<file path="src/rtl/pulse_capture_pkg.sv">
// Shared shape package: default capture dimensions and the window FSM encoding
// used by the pulse generators and the pulse capture block.
package pulse_capture_pkg;

    localparam int DEFAULT_WINDOW_CYCLES = 50_000_000;
    localparam int DEFAULT_CNT_W         = 16;
    localparam int DEFAULT_PER_W         = 24;

    typedef enum logic [0:0] {
        ST_IDLE  = 1'b0,
        ST_COUNT = 1'b1
    } cap_state_t;

    // Width of a counter that must reach cycles-1; never narrower than one bit.
    function automatic int win_cnt_width(input int cycles);
        return (cycles > 1) ? $clog2(cycles) : 1;
    endfunction

endpackage

</file>
<file path="src/rtl/pulse_capture_chan.sv">
// One capture axis: synchroniser, rising-edge detect, per-window edge count and
// last edge-to-edge interval. Presents the closing-window values combinationally.
module pulse_capture_chan
    import pulse_capture_pkg::*;
#(
    parameter int CNT_W = DEFAULT_CNT_W,
    parameter int PER_W = DEFAULT_PER_W
) (
    input  logic             sysclk,
    input  logic             rst_n,
    input  logic             pulse,
    input  logic             active,
    input  logic             win_last,
    output logic [CNT_W-1:0] count_final,
    output logic [PER_W-1:0] period_final
);

    logic [2:0]       sync_reg;
    logic             edge_det;
    logic [CNT_W-1:0] cnt_reg, cnt_next;
    logic [PER_W-1:0] ivl_reg, ivl_next;
    logic [PER_W-1:0] per_reg, per_next;
    logic             seen_reg, seen_next;

    // Two flops for metastability, the third only remembers the previous level.
    always_ff @(posedge sysclk) begin
        if (!rst_n) begin
            sync_reg <= '0;
        end else begin
            sync_reg <= {sync_reg[1:0], pulse};
        end
    end

    assign edge_det = sync_reg[1] & ~sync_reg[2];

    always_comb begin
        cnt_next  = cnt_reg;
        ivl_next  = ivl_reg;
        per_next  = per_reg;
        seen_next = seen_reg;
        if (edge_det) begin
            if (cnt_reg != '1) begin
                cnt_next = cnt_reg + CNT_W'(1);
            end
            // The first edge of a window only arms the interval counter.
            if (seen_reg) begin
                per_next = ivl_reg;
            end
            ivl_next  = PER_W'(1);
            seen_next = 1'b1;
        end else if (seen_reg && (ivl_reg != '1)) begin
            ivl_next = ivl_reg + PER_W'(1);
        end
    end

    // Values including an edge that lands on the terminal cycle.
    assign count_final  = cnt_next;
    assign period_final = per_next;

    // Idle and every window boundary wipe the history so intervals never span windows.
    always_ff @(posedge sysclk) begin
        if (!rst_n || !active || win_last) begin
            cnt_reg  <= '0;
            ivl_reg  <= '0;
            per_reg  <= '0;
            seen_reg <= 1'b0;
        end else begin
            cnt_reg  <= cnt_next;
            ivl_reg  <= ivl_next;
            per_reg  <= per_next;
            seen_reg <= seen_next;
        end
    end

endmodule

</file>
<file path="src/rtl/pulse_capture.sv">
// Measures X/Y pulse trains over back-to-back fixed windows and hands each
// completed window's counts and periods to a valid/ready consumer.
module pulse_capture
    import pulse_capture_pkg::*;
#(
    parameter int WINDOW_CYCLES = DEFAULT_WINDOW_CYCLES,
    parameter int CNT_W         = DEFAULT_CNT_W,
    parameter int PER_W         = DEFAULT_PER_W
) (
    input  logic             sysclk,
    input  logic             rst_n,
    input  logic             enable,
    input  logic             pulse_x,
    input  logic             pulse_y,
    output logic [CNT_W-1:0] count_x,
    output logic [CNT_W-1:0] count_y,
    output logic [PER_W-1:0] period_x,
    output logic [PER_W-1:0] period_y,
    output logic             result_valid,
    input  logic             result_ready,
    output logic             overrun
);

    localparam int               WIN_W    = win_cnt_width(WINDOW_CYCLES);
    localparam logic [WIN_W-1:0] WIN_LAST = WIN_W'(WINDOW_CYCLES - 1);

    cap_state_t       state_reg, state_next;
    logic [WIN_W-1:0] win_cnt_reg, win_cnt_next;
    logic             window_done;
    logic             active;
    logic             result_valid_reg;
    logic             overrun_reg;

    logic [1:0]       pulse_vec;
    logic [CNT_W-1:0] cnt_final   [2];
    logic [PER_W-1:0] per_final   [2];
    logic [CNT_W-1:0] res_cnt_reg [2];
    logic [PER_W-1:0] res_per_reg [2];

    always_ff @(posedge sysclk) begin
        if (!rst_n) begin
            state_reg   <= ST_IDLE;
            win_cnt_reg <= '0;
        end else begin
            state_reg   <= state_next;
            win_cnt_reg <= win_cnt_next;
        end
    end

    // Dropping enable wins over a terminal cycle: that window is discarded.
    always_comb begin
        state_next   = state_reg;
        win_cnt_next = win_cnt_reg;
        window_done  = 1'b0;
        case (state_reg)
            ST_IDLE: begin
                win_cnt_next = '0;
                if (enable) begin
                    state_next = ST_COUNT;
                end
            end
            ST_COUNT: begin
                if (!enable) begin
                    state_next   = ST_IDLE;
                    win_cnt_next = '0;
                end else if (win_cnt_reg == WIN_LAST) begin
                    window_done  = 1'b1;
                    win_cnt_next = '0;
                end else begin
                    win_cnt_next = win_cnt_reg + WIN_W'(1);
                end
            end
        endcase
    end

    assign active    = (state_reg == ST_COUNT) && enable;
    assign pulse_vec = {pulse_y, pulse_x};

    generate
        for (genvar gi = 0; gi < 2; gi++) begin : g_chan
            pulse_capture_chan #(
                .CNT_W (CNT_W),
                .PER_W (PER_W)
            ) u_chan (
                .sysclk       (sysclk),
                .rst_n        (rst_n),
                .pulse        (pulse_vec[gi]),
                .active       (active),
                .win_last     (window_done),
                .count_final  (cnt_final[gi]),
                .period_final (per_final[gi])
            );

            always_ff @(posedge sysclk) begin
                if (!rst_n) begin
                    res_cnt_reg[gi] <= '0;
                    res_per_reg[gi] <= '0;
                end else if (window_done) begin
                    res_cnt_reg[gi] <= cnt_final[gi];
                    res_per_reg[gi] <= per_final[gi];
                end
            end
        end
    endgenerate

    // A load beats a coincident handshake; overrun only when the old result was never taken.
    always_ff @(posedge sysclk) begin
        if (!rst_n) begin
            result_valid_reg <= 1'b0;
            overrun_reg      <= 1'b0;
        end else if (window_done) begin
            result_valid_reg <= 1'b1;
            if (result_valid_reg && !result_ready) begin
                overrun_reg <= 1'b1;
            end
        end else if (result_valid_reg && result_ready) begin
            result_valid_reg <= 1'b0;
        end
    end

    assign count_x      = res_cnt_reg[0];
    assign count_y      = res_cnt_reg[1];
    assign period_x     = res_per_reg[0];
    assign period_y     = res_per_reg[1];
    assign result_valid = result_valid_reg;
    assign overrun      = overrun_reg;

endmodule

</file>
<file path="config.mk">
export PLATFORM = sky130hd
export DESIGN_NAME = pulse_capture
export DESIGN_NICKNAME = d
export VERILOG_FILES = /design/src/rtl/pulse_capture_pkg.sv /design/src/rtl/pulse_capture_chan.sv /design/src/rtl/pulse_capture.sv
export SDC_FILE = /design/constraint.sdc
export NUM_CORES = 1
export LEC_CHECK = 0
export CORE_AREA = 2 2 130 182
export CTS_BUF_LIST = sky130_fd_sc_hd__clkbuf_2
export DETAILED_ROUTE_END_ITERATION = 10
export DIE_AREA = 0 0 132 184
export PLACE_DENSITY = 0.74
export RECOVER_POWER = 100
export SYNTH_ARGS = -nofsm -noshare
export SYNTH_HDL_FRONTEND = slang
export SYNTH_SLANG_ARGS = --single-unit
</file>
<file path="constraint.sdc">
create_clock -name sysclk -period 6.9 [get_ports sysclk]
set_input_delay 1.38 -clock sysclk [delete_from_list [all_inputs] [get_ports sysclk]]
set_output_delay 1.38 -clock sysclk [all_outputs]
set_load 0.02 [all_outputs]
</file>
# Yosys cells after proc, flatten, opt, wreduce, memory -nomap -nowiden
# Memories as Yosys holds them, arrays and structs flattened.
# Index checks and enable logic that the tools add are counted.
# op_classes
n_addsub	5
n_eq_ne	5
muxes	29
bitwise_logic	9
n_reduce_logical	16
# ops
operator	n
24-bit 2-to-1 mux	6
16-bit 2-to-1 mux	6
26-bit 2-to-1 mux	2
26-bit case mux with 2 select lines	1
24-bit by 1-bit adder with 24-bit output, second input constant	2
24-bit != test, second input constant	2
16-bit by 1-bit adder with 16-bit output, second input constant	2
16-bit != test, second input constant	2
26-bit by 1-bit adder with 26-bit output, second input constant	1
26-bit equality test, second input constant	1
1-bit 2-to-1 mux	14
2-bit nonzero test	3
1-bit logical AND	5
1-bit OR	4
2-bit OR reduction	2
1-bit zero test	3
1-bit NOT	3
1-bit bitwise AND	2
1-bit logical OR	2
2-bit AND reduction	1
# word_totals
reg_bits	165
ramBits	80
input_bits	6
wordCells	82
memories	2
# mem_list
name	words	width	rd	rd_ports_with_merged_regs	write_ports	line_no	text
res_per_reg	2	24	2	0	2	pulse_capture.sv:38	logic [PER_W-1:0] res_per_reg [2];
res_cnt_reg	2	16	2	0	2	pulse_capture.sv:37	logic [CNT_W-1:0] res_cnt_reg [2];

# Depth between registers and ports, before layout
# logic_depth
word_depth	8
ltp_mapped	7
mapped_depth_nobuf	6

# By module
# From an unflattened synthesis, not the netlist that was laid out.
# hier_totals
hier_cells	977
hier_area_um2	10522.6
# modules_own_cells
module	instances	cells_each	area_per_inst_um2
pulse_capture_chan	2	328	3129.3
pulse_capture	1	321	4264.1

# Least setup slack after synthesis
# Ideal clock, no wire load.
# synth_timing
kind	input -> register
start	in rst_n
end	mem res_cnt_reg[0][0] (netlist name) (enable)
setup_ns	0.795
t_arrival_ns	2.926
t_required_ns	6.105
path_slack_ns	3.179
cell_stages	2
path_buffers	1
cell_sequence	clkbuf_1 -> nand2_1
# synth_lines
item	line_no	text
start, declared	pulse_capture.sv:11	input logic rst_n,
end, declared	pulse_capture.sv:37	

==> flow_summary_export.csv <==
group,metric,value,unit
grt,grt_pass1_wl,34200,um
logic_synthesis,synth-main-ff-cell,"dfxtp_1",
logic_synthesis,synth_cell_types,55,
critical_path,reg2reg_setup_slack,2.41,ns
sta,worstMarginPinSlew,3.30,ns
routing,vias_per_cell,5.15,
sta,fin_hold_ws,0.451,ns
grt,grt_max_degree,81,
grt,grt_use_total,16.9,%
routing,drt-total-wl,20300,um
clocking,clock-sinks,245,
sta,fin_crit_sh,65.4,%
logic_synthesis,synth-seq-cells,245,
clocking,clockBufferDepth,3,
critical_path,cp.required,7.33,ns
sta,min_period,4.52,ns
clocking,clock_latency,0.83,ns
grt,antenna_found_initial,1,
routing,vias,7353,
clocking,postCtsSetupRepairBufs,0,
floorplan,rows,65,
sta,final.setup.tns,0,ns
power_and_ir_drop,ir_drop,112,uV
status,failed_checks,"capacitance limit, slew limit",
sta,setup_violations,0,
sta,hold_viol,0,
logic_synthesis,yosys-top-cells-area,"dfxtp_1 33%, edfxtp_1 24%, nor2_1 8.8%, mux2i_1 5.1%, xnor2_1 3.5%",
sta,fmax,221,MHz
clocking,cts_hold_buf,0,
clocking,cts.clk_slew.worst_paths,0.11,ns
critical_path,critPathCaptureType,"flip-flop",
placement,gp_congestion,0.821,
logic_synthesis,synth_fp_nets,985,
logic_synthesis,synth_top_area_cell,"dfxtp_1",
logic_synthesis,synth_cells,974,
clocking,tritoncts,"built",
floorplan,start_util,44.5,%
clocking,cts_root_buf,"clkbuf_2",
routing,dr.pass1.iters,4,
logic_synthesis,synth_edf_count,80,
routing,drt-initial-drc-count,340,
cells_and_area,utilization,51.6,%
floorplan,die_h,184,um
cells_and_area,layout-drive-gt1-share,9.78,%
flow_run,drv_cap,4,
critical_path,path_max_fanout,53,
hold_path,min_path_cells,1,
clocking,cts_max_level,2,
placement,place_hpwl,13700,um
floorplan,design.portCount,88,
logic_synthesis,yosys.area.top_type_share,33.0,%
placement,port_buffers,87,
sta,rsz0062_at_grt,"no",
power_and_ir_drop,total_power,2560,uW
hold_path,hold_class,"reg2reg",
critical_path,r2r_cells,6,
floorplan,dieArea,24300,sq um
routing,ant_nets,0,
floorplan,coreArea,22500,sq um
status,status,"finished, violations left",
grt,grt_pass1_vias,7368,
critical_path,worstPathArrival,4.94,ns
cells_and_area,nets,1092,
clocking,cts-resized-gates,0,
sta,finClkSkew,0.0809,ns
grt,grt_overflow,0,
power_and_ir_drop,leakagePower,0.00405,uW
logic_synthesis,yosys_warnings,0,
sta,drv_slew,249,
logic_synthesis,syn_area_per_cell,10.3,sq um
floorplan,die_w,132,um
logic_synthesis,seq_area_frac_synth,57.0,%
logic_synthesis,synth_area,10000,sq um
power_and_ir_drop,power_density,220,nW/um^2
critical_path,crit_type,"in2reg",
clocking,cts_buffers,54,
routing,wl_per_cell,14.2,um
logic_synthesis,synthArstFlopShare,0,%
sta,slew-limit-headroom,-121,%
critical_path,startpoint_type,"input pin",
routing,post-route-drc-count,0,
cells_and_area,synthToLayoutAreaGrowth,16.1,%
## critical path: stages
cell	delay, ns
dlygate4sd3_1	0.68
and3_1	0.25
nand2_1	0.72
clkbuf_1	1.71
nor2_1	0.16
## final cells by class
| type | count | area [sq um] |
|---|---|---|
| multi-input cells | 678 | 4070 |
| clock buffers | 84 | 420 |
| diodes | 1 | 2.50 |
| clock inverters | 16 | 116 |
| fillers | 2049 | 10900 |
| inverters | 10 | 37.5 |
| repair buffers | 92 | 897 |
| flip-flops and latches | 245 | 5710 |
| well taps | 301 | 377 |
## metal layers
| layer | global-route usage (%) | share of wire, % | vias to the layer above |
|---|---|---|---|
| met4 | 7.87 | 3.2 | 0 |
| met5 | 0 | 0 | - |
| met2 | 31.8 | 53 | 141 |
| met1 | 18.1 | 40 | 3467 |
| li1 | - | - | 3694 |
| met3 | 3.36 | 4.1 | 51 |
## placed cells by master, fill, tap and decap left out, types with 14 or more instances in the layout
master           n
nand3_1         45
and4_1          16
nand4_1         32
clkbuf_2        84
a21oi_1         27
dfxtp_1        165
nor3_1          14
xnor2_1         40
o21ai_0         14
xor2_1          32
edfxtp_1        80
and3_1          16
dlygate4sd3_1   83
mux2i_1         51
nand2_1         42
nor2_1         235
## power by group
group	internal, uW	switching [uW]	leakage (uW)	total, uW
logic	36.2	61.4	0.00156	97.6
registers	1510	8.56	0.00209	1520
clock network	397	542	0.000406	940
total	1950	612	0.00405	2560
## path summary, 6_finish.rpt
| check | start | end |
|---|---|---|
| max | rst_n | res_per_reg[0][19]$_SDFFCE_PN0P_ |
| min | g_chan[1].u_chan.sync_reg[0]$_SDFF_PN0_ | g_chan[1].u_chan.sync_reg[1]$_SDFF_PN0_ |
| max reg2reg | win_cnt_reg[0]$_SDFF_PP0_ | res_per_reg[0][22]$_SDFFCE_PN0P_ |
| min reg2reg | g_chan[1].u_chan.sync_reg[0]$_SDFF_PN0_ | g_chan[1].u_chan.sync_reg[1]$_SDFF_PN0_ |
## kinds of logic (layout without fill, tap and decap cells)
| group | Yosys count | in the layout | synth area share, % |
|---|---|---|---|
| AOI/OAI and AO/OA | 77 | 77 | 4.94 |
| DFF | 245 | 245 | 57.0 |
| buffers and inverters | 51 | 202 | 2.37 |
| and+or+nand+nor | 471 | 471 | 23.5 |
| adders and majority gates | 5 | 5 | 0.625 |
| muxes | 53 | 53 | 5.32 |
| other | 0 | 1 | 0 |
| xor gates and xnor gates | 72 | 72 | 6.30 |
## cell usage after synthesis (6+ instances only)
master / number
nor2b_1: 8
or3_1: 6
o31ai_1: 7
a21oi_1: 27
o21ai_0: 11
nor2_1: 235
nand4_1: 32
or4_1: 6
xor2_1: 32
and4_1: 16
nor4_1: 11
edfxtp_1: 80
nand2_1: 42
buf_2: 31
a211oi_1: 8
mux2i_1: 51
nor3_1: 13
and3_1: 16
clkbuf_1: 8
inv_1: 10
and2_1: 11
xnor2_1: 40
nand3_1: 45
dfxtp_1: 165
## through the flow
step | setup WS (ns) | std cells | area (sq um)
2_1_floorplan | 3.18 | 974 | 10000
3_3_place_gp | 2.94 | 1326 | 11100
3_5_place_dp | 2.87 | 1326 | 11100
4_1_cts | 3.56 | 1426 | 11700
5_1_grt | 1.94 | 1427 | 11600
6_report | 2.38 | 1427 | 11600
Note: power is estimated with default switching activity, not from simulation.
